`src/rtl/mem_port_arbiter_if.sv`:
```
// Bus bundle between the requesting cache controllers, the arbiter and the
// single backing memory. The arbiter takes the slave view; the environment
// (requesters plus memory) takes the master view.
interface mem_port_arbiter_if #(
  parameter int NUM_PORTS = 2,
  parameter int ADDR_W    = 16,
  parameter int DATA_W    = 16
);
  // Requester side
  logic [NUM_PORTS-1:0]        port_ren;
  logic [NUM_PORTS-1:0]        port_wen;
  logic [NUM_PORTS*ADDR_W-1:0] port_addr;
  logic [NUM_PORTS*DATA_W-1:0] port_wdata;
  logic [NUM_PORTS-1:0]        port_grant;
  logic [NUM_PORTS-1:0]        port_stall;
  logic [DATA_W-1:0]           port_rdata;
  logic [NUM_PORTS-1:0]        port_data_valid;

  // Memory side
  logic [ADDR_W-1:0]           mem_addr;
  logic [DATA_W-1:0]           mem_wdata;
  logic                        mem_enable;
  logic                        mem_wr;
  logic [DATA_W-1:0]           mem_rdata;
  logic                        mem_data_valid;

  modport slave (
    input  port_ren, port_wen, port_addr, port_wdata,
    output port_grant, port_stall, port_rdata, port_data_valid,
    output mem_addr, mem_wdata, mem_enable, mem_wr,
    input  mem_rdata, mem_data_valid
  );

  modport master (
    output port_ren, port_wen, port_addr, port_wdata,
    input  port_grant, port_stall, port_rdata, port_data_valid,
    input  mem_addr, mem_wdata, mem_enable, mem_wr,
    output mem_rdata, mem_data_valid
  );
endinterface

```
`src/rtl/mem_port_arbiter.sv`:
```
// Multi-port arbiter in front of a single fixed-latency memory. One port owns
// the memory at a time and keeps it for as long as it requests; read returns
// are steered back to the issuing port by a tag pipeline matched to MEM_LAT,
// so a new owner can start while the previous owner's reads are in flight.
module mem_port_arbiter #(
  parameter int NUM_PORTS     = 2,
  parameter int ADDR_W        = 16,
  parameter int DATA_W        = 16,
  parameter int MEM_LAT       = 4,
  parameter int PRIORITY_MODE = 0   // 0: round-robin, 1: fixed, port 0 highest
) (
  input logic                clk,
  input logic                rst_n,
  mem_port_arbiter_if.slave  bus
);

  localparam int ID_W = $clog2(NUM_PORTS);

  typedef enum logic {
    S_IDLE,
    S_OWNED
  } state_e;

  state_e                 state_q, state_d;
  logic [ID_W-1:0]        owner_id_q, owner_id_d;
  logic [ID_W-1:0]        rr_ptr_q, rr_ptr_d;
  logic [MEM_LAT-1:0]     tag_vld_q;
  logic [ID_W-1:0]        tag_id_q [MEM_LAT];

  logic [NUM_PORTS-1:0]   req;
  logic                   win_vld;
  logic [ID_W-1:0]        win_id;
  logic                   owner_vld;
  logic                   rd_issue;
  logic                   tag_hit;
  logic [ADDR_W-1:0]      addr_arr  [NUM_PORTS];
  logic [DATA_W-1:0]      wdata_arr [NUM_PORTS];

  assign req       = bus.port_ren | bus.port_wen;
  assign owner_vld = (state_q == S_OWNED);

  for (genvar i = 0; i < NUM_PORTS; i++) begin : g_unpack
    assign addr_arr[i]  = bus.port_addr[i*ADDR_W +: ADDR_W];
    assign wdata_arr[i] = bus.port_wdata[i*DATA_W +: DATA_W];
  end

  // Lowest requesting id; later (lower) hits overwrite earlier ones.
  function automatic logic [ID_W-1:0] fixed_pick(input logic [NUM_PORTS-1:0] r);
    logic [ID_W-1:0] id;
    id = '0;
    for (int i = NUM_PORTS - 1; i >= 0; i--) begin
      if (r[i]) id = ID_W'(i);
    end
    return id;
  endfunction

  // First requester after `last` in circular order. Scanning from the far end
  // backwards lets the nearest candidate overwrite the others.
  function automatic logic [ID_W-1:0] rr_pick(input logic [NUM_PORTS-1:0] r,
                                              input logic [ID_W-1:0]      last);
    logic [ID_W-1:0] id;
    logic [ID_W-1:0] cand;
    int              s;
    id = '0;
    for (int k = NUM_PORTS; k >= 1; k--) begin
      s = int'(last) + k;
      if (s >= NUM_PORTS) s = s - NUM_PORTS;
      cand = ID_W'(s);
      if (r[cand]) id = cand;
    end
    return id;
  endfunction

  // Choose the next owner among the ports currently requesting.
  always_comb begin
    win_vld = |req;
    if (PRIORITY_MODE == 1) win_id = fixed_pick(req);
    else                    win_id = rr_pick(req, rr_ptr_q);
  end

  // Owner state register; rr_ptr starts at the last id so port 0 wins first.
  // NOTE: state registers use non-blocking assignments so every flop samples
  // pre-edge values regardless of the order the simulator runs the blocks in.
  always_ff @(posedge clk or negedge rst_n) begin
    if (!rst_n) begin
      state_q    <= S_IDLE;
      owner_id_q <= '0;
      rr_ptr_q   <= ID_W'(NUM_PORTS - 1);
    end else begin
      state_q    <= state_d;
      owner_id_q <= owner_id_d;
      rr_ptr_q   <= rr_ptr_d;
    end
  end

  // Next-owner logic: hold while the owner requests, otherwise hand off
  // directly to a waiting port or fall back to idle.
  always_comb begin
    // NOTE: every output gets a default before the case, so no path through
    // this block can leave a value unassigned and infer a latch.
    state_d    = state_q;
    owner_id_d = owner_id_q;
    rr_ptr_d   = rr_ptr_q;
    unique case (state_q)
      S_IDLE: begin
        if (win_vld) begin
          state_d    = S_OWNED;
          owner_id_d = win_id;
          rr_ptr_d   = win_id;
        end
      end
      S_OWNED: begin
        if (!req[owner_id_q]) begin
          if (win_vld) begin
            owner_id_d = win_id;
            rr_ptr_d   = win_id;
          end else begin
            state_d = S_IDLE;
          end
        end
      end
      default: state_d = S_IDLE;
    endcase
  end

  // Memory drive from the current owner; a port with ren and wen is a write.
  always_comb begin
    bus.port_grant = '0;
    bus.mem_enable = 1'b0;
    bus.mem_wr     = 1'b0;
    bus.mem_addr   = '0;
    bus.mem_wdata  = '0;
    if (owner_vld) begin
      bus.port_grant = NUM_PORTS'(1) << owner_id_q;
      bus.mem_enable = req[owner_id_q];
      bus.mem_wr     = bus.port_wen[owner_id_q];
      bus.mem_addr   = addr_arr[owner_id_q];
      bus.mem_wdata  = wdata_arr[owner_id_q];
    end
  end

  assign bus.port_stall = req & ~bus.port_grant;
  assign rd_issue       = bus.mem_enable & ~bus.mem_wr;

  // Tag valid pipeline: one stage per memory cycle, cleared on reset so that
  // returns of reads issued before reset are dropped.
  always_ff @(posedge clk or negedge rst_n) begin
    if (!rst_n) begin
      tag_vld_q <= '0;
    end else begin
      tag_vld_q[0] <= rd_issue;
      for (int i = 1; i < MEM_LAT; i++) tag_vld_q[i] <= tag_vld_q[i-1];
    end
  end

  // Tag id pipeline travelling alongside the valid bits.
  // NOTE: the ids are left unreset on purpose; they are only ever read
  // qualified by tag_vld_q, which does reset.
  always_ff @(posedge clk) begin
    tag_id_q[0] <= owner_id_q;
    for (int i = 1; i < MEM_LAT; i++) tag_id_q[i] <= tag_id_q[i-1];
  end

  // Return routing: a memory strobe with no live tag reaches no port.
  assign tag_hit             = bus.mem_data_valid & tag_vld_q[MEM_LAT-1];
  assign bus.port_data_valid = tag_hit ? (NUM_PORTS'(1) << tag_id_q[MEM_LAT-1]) : '0;
  assign bus.port_rdata      = bus.mem_rdata;

endmodule

```
`src/flat_wrapper.sv`:
```
// flat-port wrapper written by rule: the top's interface ports become plain ports
module mem_port_arbiter_flat 
#(
  parameter int NUM_PORTS     = 2,
  parameter int ADDR_W        = 16,
  parameter int DATA_W        = 16,
  parameter int MEM_LAT       = 4,
  parameter int PRIORITY_MODE = 0                                              
)
  (clk, rst_n, bus_port_ren, bus_port_wen, bus_port_addr, bus_port_wdata, bus_port_grant, bus_port_stall, bus_port_rdata, bus_port_data_valid, bus_mem_addr, bus_mem_wdata, bus_mem_enable, bus_mem_wr, bus_mem_rdata, bus_mem_data_valid);
  mem_port_arbiter_if #(.NUM_PORTS(NUM_PORTS), .ADDR_W(ADDR_W), .DATA_W(DATA_W)) bus_i ();
  input logic clk;
  input logic rst_n;
  input wire logic [$bits(bus_i.port_ren)-1:0] bus_port_ren;
  input wire logic [$bits(bus_i.port_wen)-1:0] bus_port_wen;
  input wire logic [$bits(bus_i.port_addr)-1:0] bus_port_addr;
  input wire logic [$bits(bus_i.port_wdata)-1:0] bus_port_wdata;
  output wire logic [$bits(bus_i.port_grant)-1:0] bus_port_grant;
  output wire logic [$bits(bus_i.port_stall)-1:0] bus_port_stall;
  output wire logic [$bits(bus_i.port_rdata)-1:0] bus_port_rdata;
  output wire logic [$bits(bus_i.port_data_valid)-1:0] bus_port_data_valid;
  output wire logic [$bits(bus_i.mem_addr)-1:0] bus_mem_addr;
  output wire logic [$bits(bus_i.mem_wdata)-1:0] bus_mem_wdata;
  output wire logic [$bits(bus_i.mem_enable)-1:0] bus_mem_enable;
  output wire logic [$bits(bus_i.mem_wr)-1:0] bus_mem_wr;
  input wire logic [$bits(bus_i.mem_rdata)-1:0] bus_mem_rdata;
  input wire logic [$bits(bus_i.mem_data_valid)-1:0] bus_mem_data_valid;
  assign bus_i.port_ren = bus_port_ren;
  assign bus_i.port_wen = bus_port_wen;
  assign bus_i.port_addr = bus_port_addr;
  assign bus_i.port_wdata = bus_port_wdata;
  assign bus_port_grant = bus_i.port_grant;
  assign bus_port_stall = bus_i.port_stall;
  assign bus_port_rdata = bus_i.port_rdata;
  assign bus_port_data_valid = bus_i.port_data_valid;
  assign bus_mem_addr = bus_i.mem_addr;
  assign bus_mem_wdata = bus_i.mem_wdata;
  assign bus_mem_enable = bus_i.mem_enable;
  assign bus_mem_wr = bus_i.mem_wr;
  assign bus_i.mem_rdata = bus_mem_rdata;
  assign bus_i.mem_data_valid = bus_mem_data_valid;
  mem_port_arbiter #(.NUM_PORTS(NUM_PORTS), .ADDR_W(ADDR_W), .DATA_W(DATA_W), .MEM_LAT(MEM_LAT), .PRIORITY_MODE(PRIORITY_MODE)) u_core (.clk(clk), .rst_n(rst_n), .bus(bus_i));
endmodule
```
`config.mk`:
```
export PLATFORM = sky130hd
export DESIGN_NAME = mem_port_arbiter_flat
export DESIGN_NICKNAME = d
export VERILOG_FILES = /design/src/rtl/mem_port_arbiter_if.sv /design/src/rtl/mem_port_arbiter.sv /design/src/flat_wrapper.sv
export SDC_FILE = /design/constraint.sdc
export NUM_CORES = 1
export LEC_CHECK = 0
export ABC_AREA = 1
export BUFFER_PORTS_ARGS = -buffer_cell sky130_fd_sc_hd__buf_4
export CAP_MARGIN = 20
export CORE_UTILIZATION = 27
export DETAILED_ROUTE_END_ITERATION = 7
export PLACE_DENSITY_LB_ADDON = 0.25
export SKIP_CTS_REPAIR_TIMING = 1
export SLEW_MARGIN = 0
export SYNTH_ARGS = -nofsm -noshare
export SYNTH_HDL_FRONTEND = slang
export SYNTH_SLANG_ARGS = --single-unit
```
`constraint.sdc`:
```
create_clock -name clk -period 1.4 [get_ports clk]
set_clock_uncertainty 0.1 [all_clocks]
set_input_delay 0.28 -clock clk [delete_from_list [all_inputs] [get_ports clk]]
set_output_delay 0.28 -clock clk [all_outputs]
set_load 0.005 [all_outputs]
```
==> results of run 1 <==
[final cells by class]
| class | count | share of cell area |
|---|---|---|
| tap | 44 | 0.0309 |
| multi-input combinational | 57 | 0.237 |
| sequential | 11 | 0.144 |
| timing repair buffer | 122 | 0.549 |
| inverter | 7 | 0.0189 |
| clock buffer | 4 | 0.0147 |
| timing repair inverter | 1 | 0.00491 |
[flip-flops by register name, indices dropped and copies added (netlist names)]
name	count
u_core.owner_id_q	1
u_core.tag_vld_q	4
u_core.owner_vld	1
u_core.tag_id_q	4
u_core.rr_ptr_q	1
[worst reg2reg max path: stages, from the launching register on]
cell,delay (ns)
dfrtp_1,0.39
buf_4,0.15
nand2_4,0.11
inv_6,0.10
nand2_2,0.07
buf_4,0.11
nand3_2,0.07
nand2_1,0.06
nand2_1,0.05
[where the power goes]
group | internal [mW] | leakage [nW] | switching, mW
combinational | 1.34 | 0.870 | 0.902
clock | 0.110 | 0.0150 | 0.102
sequential | 0.470 | 0.114 | 0.0666
[path summary, 6_finish.rpt]
path	from	end	slack [ns]	cells after the start
setup reg to reg	u_core.owner_vld$_DFF_PN0_	u_core.owner_id_q$_DFFE_PN0P_	0.08	8
setup / recovery	u_core.owner_vld$_DFF_PN0_	bus_mem_addr[9]	-0.35	6
hold reg to reg	u_core.tag_id_q[0]$_DFF_P_	u_core.tag_id_q[1]$_DFF_P_	0.23	0
hold / removal	bus_port_ren[0]	u_core.owner_vld$_DFF_PN0_	0.18	3
max in group asynchronous	rst_n	u_core.rr_ptr_q$_DFFE_PN1P_	0.74	2
min in group asynchronous	rst_n	u_core.tag_vld_q[0]$_DFF_PN0_	0.25	2
[metal layers]
metal	wire length (um)	part of all wire	track usage	vias up
met4	65	0.018	0.0884	0
met3	333	0.092	0.0558	16
met2	2000	0.55	0.332	74
met1	1210	0.34	0.175	530
li1	-	-	-	541
met5	0	0	0	-
[through the flow]
step,std cells,utilization
2_1_floorplan,97,-
3_3_place_gp,234,0.533
3_5_place_dp,234,0.533
4_1_cts,238,0.542
5_1_grt,246,0.589
6_report,246,0.589
[placed cells by master, fill, tap and decap left out, drive strengths merged]
cell / count
a22o: 32
a21oi: 1
dfxtp: 4
o21ai: 1
nand3: 2
dfrtp: 6
buf: 120
nand2: 14
clkbuf: 5
dlygate4sd3: 1
inv: 8
dfstp: 1
nor2: 7
[Yosys cell counts]
library cell and n:
inv_1 6, a22o_2 3, nand3_2 1, buf_6 3, dfxtp_1 4, nand3_1 1
nand2_1 13, buf_2 2, nor2_4 1, nor2_1 6, nand2_2 1, dfstp_2 1
a21oi_1 1, a22o_1 29, dfrtp_1 6, buf_4 17, inv_4 1, o21ai_0 1
[cells by family (layout without fill, tap and decap cells)]
kind of cell | Yosys count | count (layout) | share of synthesized area
AO/OA/AOI/OAI | 34 | 34 | 0.344
buffers and inverters | 29 | 134 | 0.234
flip-flops | 11 | 11 | 0.300
AND/OR/NAND/NOR | 23 | 23 | 0.122
==> summary.md, run 1 <==
| Metric | Value |
|---|---|
| Max Cap Viol | `0` |
| Total Neg Setup Slack | `-12.02 ns` |
| P_leak | `1.00 nW` |
| Largest net degree at the start of global routing | `36` |
| CP Launch Type | `flop` |
| Reg clk slew, reported paths | `0.07 ns` |
| IO Count | `143` |
| Crit Path Category | `flop to output pin` |
| Placer Congestion | `0.798` |
| Hold Slack | `0.179 ns` |
| H-tree depth | `1` |
| Root buffer cell | `clkbuf_4` |
| Clk buf depth | `2` |
| Most area-hungry cell type in the Yosys netlist | `a22o_1` |
| DRC | `0` |
| Initial antenna violation count | `0` |
| Starting Density | `0.282` |
| WP data arrival | `1.37 ns` |
| Crit path cell chain | `inv_2 > nor2_4 > buf_12 > buf_12 > a22o_1 > buf_4` |
| Pre-CTS WS | `-0.117 ns` |
| Skew-Pair Late Insertion Delay | `0.27 ns` |
| Final hold vios | `0` |
| Minimum clock period | `1.75 ns` |
| Setup crit end kind | `output pin` |
| Total design power | `2.99 mW` |
| Most numerous cell on the critical path | `buf_12` |
| Multi-input logic area | `423 um^2` |
| Final ANT Viol Nets | `0` |
| P&R area growth vs syn | `109%` |
| Cell family with most CP delay | `buffers and inverters` |
| Worst setup margin | `-0.350 ns` |
| Input/output buffers | `110` |
| Average wire per standard cell | `14.7 um` |
| Critical path buffers and inverters | `4` |
| Power density over the cells | `1680 mW/mm^2` |
| CTS Buf Count | `3` |
| Fin crit share | `1.25` |
| Max FO, Critical Path | `12` |
| Seq/Total Area, Yosys | `0.300` |
| Critical path required time | `1.02 ns` |
| Post-synthesis cell type count | `18` |
| Design area | `0.00178 mm^2` |
| Syn avg cell area | `8.81 um^2` |
| Synthesis-stage register bit count | `11` |
| Total Wirelength | `3610 um` |
| Ant diodes | `0` |
| Die H | `58.3 um` |
| Hold crit path type | `input pin to flop` |
| CTS tree | `built` |
| Max VDD drop | `0.881 mV` |
| Sink Count | `11` |
| Outcome | `complete, but fails checks` |
| CP max stage delay | `0.39 ns` |
| Routed vias | `1161` |
| Synth top area cells | `a22o_1 30%, dfrtp_1 18%, buf_4 15%` |
| Placed Area | `0.00161 mm^2` |
| Final Max Slew Viols | `0` |
| Initial DRC count | `34` |
| Yosys warnings | `0` |
| Synthesized instance count | `97` |
| NumNets Final | `290` |
| RSZ-0062 raised after global routing | `true` |
| Slowest stage cell, crit path | `dfrtp_1` |
| Failing checks | `negative setup slack` |
| Slew headroom | `0.815` |
| Setup-failing EPs final | `38` |
| Number of fill cells in the layout | `264` |
| Mapped Area | `855 um^2` |
| FMAX | `572 MHz` |
| Overflow after GRT | `0` |
| Gr usage total | `0.178` |
| Vias/cell | `4.72` |
| First-pass GRT wire length | `4430 um` |
| Share of layout cells above drive strength 1 | `0.678` |
| Row count | `20` |
| FF/Latch Area | `258 um^2` |
| Synth Net Count | `184` |
| Core area | `0.00303 mm^2` |
| DR pass1 iterations | `4` |
| Area of the die | `0.00339 mm^2` |
| Post-synth top area share | `0.297` |
| Slew @ Worst Pin | `0.274 ns` |
| Dpl hpwl | `2650 um` |
| Vias in the first global route | `988` |
| Die Wd | `58.3 um` |
Note: power is estimated with default switching activity, not from simulation.
==> run 2, diff against run 1 <==
==> constraint.sdc (replaced) <==
create_clock -name clk -period 1.4 [get_ports clk]
set_clock_uncertainty 0.1 [all_clocks]
set_input_delay 0.28 -clock clk [delete_from_list [all_inputs] [get_ports clk]]
set_output_delay 0.28 -clock clk [all_outputs]
set_load 0.02 [all_outputs]
==> run 2 against run 1 <==
Effect of this change: the flow still finishes with violations (negative setup slack); global-route usage is 0.40 points higher; utilization is 1.0 points higher; cell count is 0.81% lower; power is 21% higher; sequential power is 0.7% lower; worst setup slack worse by 0.0087 ns; largest cell class unchanged.
==> summary.md, run 2 (synthesized netlist as in run 1, its figures left out) <==
| Metric | Value |
|---|---|
| Outcome | `complete, but fails checks` |
| Failing checks | `negative setup slack` |
| First-pass GRT wire length | `4640 um (+4.7%)` |
| WL met1 | `1260 um (+3.8%)` |
| Largest regs | `u_core.tag_id_q x4, u_core.tag_vld_q x4` |
| Vias/cell | `4.72 (about the same)` |
| Max Cap Viol | `0 (unchanged)` |
| Largest net degree at the start of global routing | `36 (unchanged)` |
| IO Count | `143 (unchanged)` |
| Routed vias | `1152 (-0.78%)` |
| Die H | `58.3 um (unchanged)` |
| Slowest stage cell, crit path | `dfrtp_2` |
| Commonest non-fill, non-tap cells in the layout | `93 x buf_4, 29 x a22o_1, 25 x buf_6` |
| Setup crit end kind | `output pin` |
| Overflow after GRT | `0 (unchanged)` |
| Input/output buffers | `110 (unchanged)` |
| DR pass1 iterations | `5 (+1)` |
| Vias in the first global route | `1034 (+4.7%)` |
| H-tree depth | `1 (unchanged)` |
| Initial DRC count | `37 (+8.8%)` |
| Skew-Pair Late Insertion Delay | `0.26 ns (about the same)` |
| FMAX | `569 MHz (-0.50%)` |
| Metal2 WL | `2050 um (+2.3%)` |
| Max FO, Critical Path | `3 (-9)` |
| Area of the die | `0.00339 mm^2 (unchanged)` |
| CP Launch Type | `flop` |
| Placed cell count | `236 (+0.85%)` |
| Max VDD drop | `1.34 mV (+52%)` |
| Clk buf depth | `2 (unchanged)` |
| Slew headroom | `0.841 (+0.0260)` |
| Sink Count | `11 (unchanged)` |
| Gr usage total | `0.182 (+0.00398)` |
| Reg clk slew, reported paths | `0.07 ns (about the same)` |
| Fin crit share | `1.26 (+0.00624)` |
| NumNets Final | `288 (-0.69%)` |
| Row count | `20 (unchanged)` |
| Dpl hpwl | `2780 um (+5.1%)` |
| Final hold vios | `0 (unchanged)` |
| Die Wd | `58.3 um (unchanged)` |
| WP data arrival | `1.38 ns (about the same)` |
| P_leak | `1.00 nW (about the same)` |
| Critical path required time | `1.02 ns (about the same)` |
| Met3 wire length | `282 um (-15%)` |
| Worst setup margin | `-0.359 ns (-0.00874 ns)` |
| CTS Buf Count | `3 (unchanged)` |
| Setup-failing EPs final | `38 (unchanged)` |
| Most numerous cell on the critical path | `buf_6` |
| Final Max Slew Viols | `0 (unchanged)` |
| Crit Path Category | `flop to output pin` |
| Initial antenna violation count | `0 (unchanged)` |
| Total Neg Setup Slack | `-11.74 ns (+0.281 ns)` |
| Starting Density | `0.282 (unchanged)` |
| Final ANT Viol Nets | `0 (unchanged)` |
| Power density over the cells | `1990 mW/mm^2 (+19%)` |
| Core area | `0.00303 mm^2 (unchanged)` |
| Ant diodes | `0 (unchanged)` |
| RSZ-0062 raised after global routing | `true` |
| CP max stage delay | `0.45 ns (+0.06 ns)` |
| DRC | `0 (unchanged)` |
| Total Wirelength | `3650 um (+1.1%)` |
| Hold crit path type | `input pin to flop` |
| CTS tree | `built` |
| Placer Congestion | `0.860 (+7.7%)` |
| Average wire per standard cell | `15.0 um (+1.9%)` |
| Final Non-Filler Cells | `244 (-0.81%)` |
| Root buffer cell | `clkbuf_4` |
| Commonest non-fill, non-tap cell in the layout | `buf_4` |
| Max Used Layer | `met4` |
| Slew @ Worst Pin | `0.237 ns (-0.0369 ns)` |
| Minimum clock period | `1.76 ns (+0.00874 ns)` |
| Core Util, Final | `0.600 (+0.0103)` |
| Share of layout cells above drive strength 1 | `0.685 (+0.00678)` |
| P&R area growth vs syn | `112%` |
| Crit path cell chain | `nor2_4 > buf_4 > buf_6 > nand2_1 > o21ai_2 > buf_6` |
## run 2: cell count changes in the layout (fill, tap and decap cells not counted), moves of 2 or more
| cell | delta |
|---|---|
| buf_6 | +20 |
| a22o_2 | +2 |
| buf_4 | -20 |
| a22o_4 | -2 |
## run 2: through the flow
step	worst slack (ns)	hold slack (ns)	cell area, um^2	power [mW]
detailed placement	-0.133	-0.00457	1630	3.02
CTS	-0.434	-0.298	1660	3.24
finish	-0.359	0.187	1820	3.62
global placement	-0.122	-0.00772	1630	2.99
global route	-0.411	0.190	1820	3.82
floorplan	-0.0201	-0.116	855	2.04
## run 2: path summary, 6_finish.rpt
path | from | end | slack, ns | cells after the start
max reg2reg | u_core.owner_id_q$_DFFE_PN0P_ | u_core.owner_id_q$_DFFE_PN0P_ | 0.02 | 7
max in group asynchronous | rst_n | u_core.rr_ptr_q$_DFFE_PN1P_ | 0.74 | 2
min | bus_port_ren[0] | u_core.owner_vld$_DFF_PN0_ | 0.19 | 3
min in group asynchronous | rst_n | u_core.tag_vld_q[0]$_DFF_PN0_ | 0.26 | 2
max | u_core.owner_id_q$_DFFE_PN0P_ | bus_mem_wr | -0.36 | 6
min reg2reg | u_core.tag_id_q[2]$_DFF_P_ | u_core.tag_id_q[3]$_DFF_P_ | 0.23 | 0
## run 2: cell type report
class / instances / area, um^2
Inverter: 7 / 33.8
Timing Repair inverter: 1 / 11.3
Tap cell: 44 / 55.1
Timing Repair Buffer: 120 / 1010
Sequential cell: 11 / 258
Fill cell: 260 / 1210
Clock buffer: 4 / 26.3
Multi-Input combinational cell: 57 / 422
## run 2: critical path, delay by kind of cell (launching register included)
family | cells | cell delay, ns
DFF | 1 | 0.45
buffers and inverters | 3 | 0.36
and+or+nand+nor | 2 | 0.22
AOI/OAI and AO/OA | 1 | 0.08
## run 2: report_power, final
| part | switching, mW | leakage [nW] | internal, mW | total (mW) |
|---|---|---|---|---|
| clock | 0.0992 | 0.0150 | 0.110 | 0.209 |
| sequential | 0.0628 | 0.114 | 0.470 | 0.533 |
| combinational | 1.46 | 0.871 | 1.41 | 2.88 |
| total | 1.62 | 1.00 | 1.99 | 3.62 |
## run 2: per-layer routing
metal	vias up	GRT usage
met3	12	0.0357
met4	0	0.0646
li1	540	-
met2	72	0.342
met5	-	0
met1	528	0.200
==> run 3, diff against run 2 <==
--- a/config.mk
+++ b/config.mk
@@ -10,7 +10,7 @@
 export CAP_MARGIN = 20
 export CORE_UTILIZATION = 27
 export DETAILED_ROUTE_END_ITERATION = 7
-export PLACE_DENSITY_LB_ADDON = 0.25
+export PLACE_DENSITY = 0.81
 export SKIP_CTS_REPAIR_TIMING = 1
 export SLEW_MARGIN = 0
 export SYNTH_ARGS = -nofsm -noshare
==> run 3 against run 2 <==
Effect of this change: the run still ends with negative setup slack left; via count shrank 1.8%; register-to-register slack got worse by 0.02 ns; largest power group unchanged; final area is 8.5% higher; sequential share of layout area is 1.2 points lower; clock power barely moved; global-route usage decreased by 0.12 points; worst setup slack worse by 0.055 ns; wire length increased by 3.6%; sequential power fell by 3%; critical path depth did not move; die area unchanged; critical endpoint is now bus_mem_addr[0].
==> summary.md, run 3 (synthesized netlist as in run 1, its figures left out) <==
| Metric | Value |
|---|---|
| Row count | `20 (unchanged)` |
| Final Non-Filler Cells | `251 (+2.9%)` |
| P_leak | `1.07 nW (+7.0%)` |
| Share of layout cells above drive strength 1 | `0.705 (+0.0203)` |
| Starting Density | `0.282 (unchanged)` |
| Max VDD drop | `1.10 mV (-18%)` |
| Dpl hpwl | `2790 um (+0.30%)` |
| Largest net degree at the start of global routing | `27 (-25%)` |
| Die H | `58.3 um (unchanged)` |
| IO Count | `143 (unchanged)` |
| Final Max Slew Viols | `0 (unchanged)` |
| DR pass1 iterations | `4 (-1)` |
| Total Wirelength | `3780 um (+3.6%)` |
| Root buffer cell | `clkbuf_4` |
| Largest regs | `u_core.tag_id_q x4, u_core.tag_vld_q x4` |
| Routed vias | `1131 (-1.8%)` |
| Initial DRC count | `54 (+46%)` |
| CP Launch Type | `flop` |
| Crit Path Category | `flop to output pin` |
| Core area | `0.00303 mm^2 (unchanged)` |
| First-pass GRT wire length | `4550 um (-1.9%)` |
| R2R depth | `8 (+1)` |
| Critical path required time | `1.02 ns (about the same)` |
| Initial antenna violation count | `0 (unchanged)` |
| Clk buf depth | `2 (unchanged)` |
| Average wire per standard cell | `15.1 um (+0.75%)` |
| Final hold vios | `0 (unchanged)` |
| Max FO, Critical Path | `7 (+4)` |
| Outcome | `complete, but fails checks` |
| RSZ-0062 raised after global routing | `true` |
| Worst hold start | `bus_port_wen[1]` |
| Slew @ Worst Pin | `0.172 ns (-0.0648 ns)` |
| Final ANT Viol Nets | `0 (unchanged)` |
| Core Util, Final | `0.650 (+0.0508)` |
| Skew-Pair Late Insertion Delay | `0.26 ns (about the same)` |
| Fin crit share | `1.30 (+0.0391)` |
| Commonest non-fill, non-tap cells in the layout | `88 x buf_4, 34 x buf_6, 29 x a22o_1` |
| R2r setup slk | `0 ns (-0.02 ns)` |
| Crit path cell chain | `buf_6 > nor2_4 > buf_12 > clkbuf_16 > a22o_2 > buf_6` |
| Hold crit path type | `input pin to flop` |
| Max Cap Viol | `0 (unchanged)` |
| DRC | `0 (unchanged)` |
| Area of the die | `0.00339 mm^2 (unchanged)` |
| CTS tree | `built` |
| Die Wd | `58.3 um (unchanged)` |
| Power density over the cells | `2060 mW/mm^2 (+3.2%)` |
| Slew headroom | `0.885 (+0.0438)` |
| H-tree depth | `1 (unchanged)` |
| FF-to-FF End | `u_core.tag_vld_q[0]$_DFF_PN0_` |
| Most numerous cell on the critical path | `buf_6` |
| FMAX | `552 MHz (-3.0%)` |
| Hold Crit Depth | `3 (unchanged)` |
| Setup-failing EPs final | `38 (unchanged)` |
| Setup crit end kind | `output pin` |
| Placed cell count | `240 (+1.7%)` |
| P&R area growth vs syn | `130%` |
| Input/output buffers | `110 (unchanged)` |
| Overflow after GRT | `0 (unchanged)` |
| NumNets Final | `295 (+2.4%)` |
| R2r startpoint | `u_core.owner_id_q$_DFFE_PN0P_` |
| Slowest stage cell, crit path | `dfrtp_1` |
| Cell family with most CP delay | `buffers and inverters` |
| CP max stage delay | `0.37 ns (-0.08 ns)` |
| Minimum clock period | `1.81 ns (+0.0547 ns)` |
| Placer Congestion | `0.864 (+0.47%)` |
| Reg clk slew, reported paths | `0.07 ns (about the same)` |
| Vias/cell | `4.51 (-4.6%)` |
| Gr usage total | `0.180 (-0.00123)` |
| Failing checks | `negative setup slack` |
| Ant diodes | `0 (unchanged)` |
| Worst setup margin | `-0.413 ns (-0.0547 ns)` |
| Worst Hold Endpoint | `u_core.owner_vld$_DFF_PN0_` |
| Sink Count | `11 (unchanged)` |
| Commonest non-fill, non-tap cell in the layout | `buf_4` |
| CTS Buf Count | `3 (unchanged)` |
| Vias in the first global route | `966 (-6.6%)` |
| Critical path buffers and inverters | `4 (+1)` |
| WP data arrival | `1.43 ns (+0.05 ns)` |
-- run 3: cell count changes in the layout (fill, tap and decap cells not counted) --
| cell | delta |
|---|---|
| inv_4 | +1 |
| dfrtp_2 | -1 |
| buf_12 | +2 |
| dfrtp_1 | +1 |
| nand3_4 | +2 |
| nor2_1 | +1 |
| buf_4 | -5 |
| inv_8 | -2 |
| buf_6 | +9 |
| nor2_4 | -1 |
| nand2_1 | -4 |
| nand3_2 | -2 |
| nand2_2 | +4 |
| clkbuf_16 | +2 |
-- run 3: layer usage --
layer / up-vias / global-route usage / part of all wire
li1: 554 / - / -
met1: 512 / 0.221 / 0.37
met2: 59 / 0.320 / 0.56
met3: 6 / 0.0469 / 0.063
met4: 0 / 0.0306 / 0.0066
met5: - / 0 / 0
-- run 3: worst max path at each step --
stage,start,endpoint,slack (ns),cells past startpoint
2_1_floorplan,u_core.owner_id_q$_DFFE_PN0P_,bus_mem_wdata[10],-0.02,3
3_3_place_gp,u_core.owner_id_q$_DFFE_PN0P_,bus_mem_addr[2],-0.1,5
3_5_place_dp,u_core.owner_id_q$_DFFE_PN0P_,bus_mem_addr[8],-0.13,5
4_1_cts,u_core.owner_id_q$_DFFE_PN0P_,bus_mem_addr[8],-0.42,5
5_1_grt,u_core.owner_id_q$_DFFE_PN0P_,bus_mem_addr[5],-0.47,6
6_report,u_core.owner_id_q$_DFFE_PN0P_,bus_mem_addr[0],-0.41,6
-- run 3: metrics by stage --
step	hold WS, ns	setup slack [ns]	power, mW	cell area [um^2]	TNS, ns
2_1_floorplan	-0.116	-0.0201	2.04	855	-0.492
4_1_cts	-0.290	-0.417	3.34	1700	-14.15
3_3_place_gp	-0.00753	-0.0959	3.10	1670	-2.05
6_report	0.223	-0.413	4.05	1970	-14.45
5_1_grt	0.214	-0.473	4.24	1970	-16.70
3_5_place_dp	-0.00382	-0.125	3.12	1670	-3.15
-- run 3: area by class of cell --
cell class	count	area [um^2]
Multi-Input combinational cell	57	439
Sequential cell	11	256
Timing Repair Buffer	128	1160
Fill cell	243	1060
Clock buffer	4	26.3
Tap cell	44	55.1
Inverter	7	28.8
-- run 3: tightest hold or removal path, delay by kind of cell --
kind / cells / cell delay (ns)
simple gates: 2 / 0.16
buf+inv: 1 / 0.09
-- run 3: power by group --
group / switching [mW] / total (mW) / internal [mW]
Combinational: 1.57 / 3.33 / 1.76
Clock: 0.0983 / 0.208 / 0.110
Sequential: 0.0480 / 0.515 / 0.467
Total: 1.71 / 4.05 / 2.34
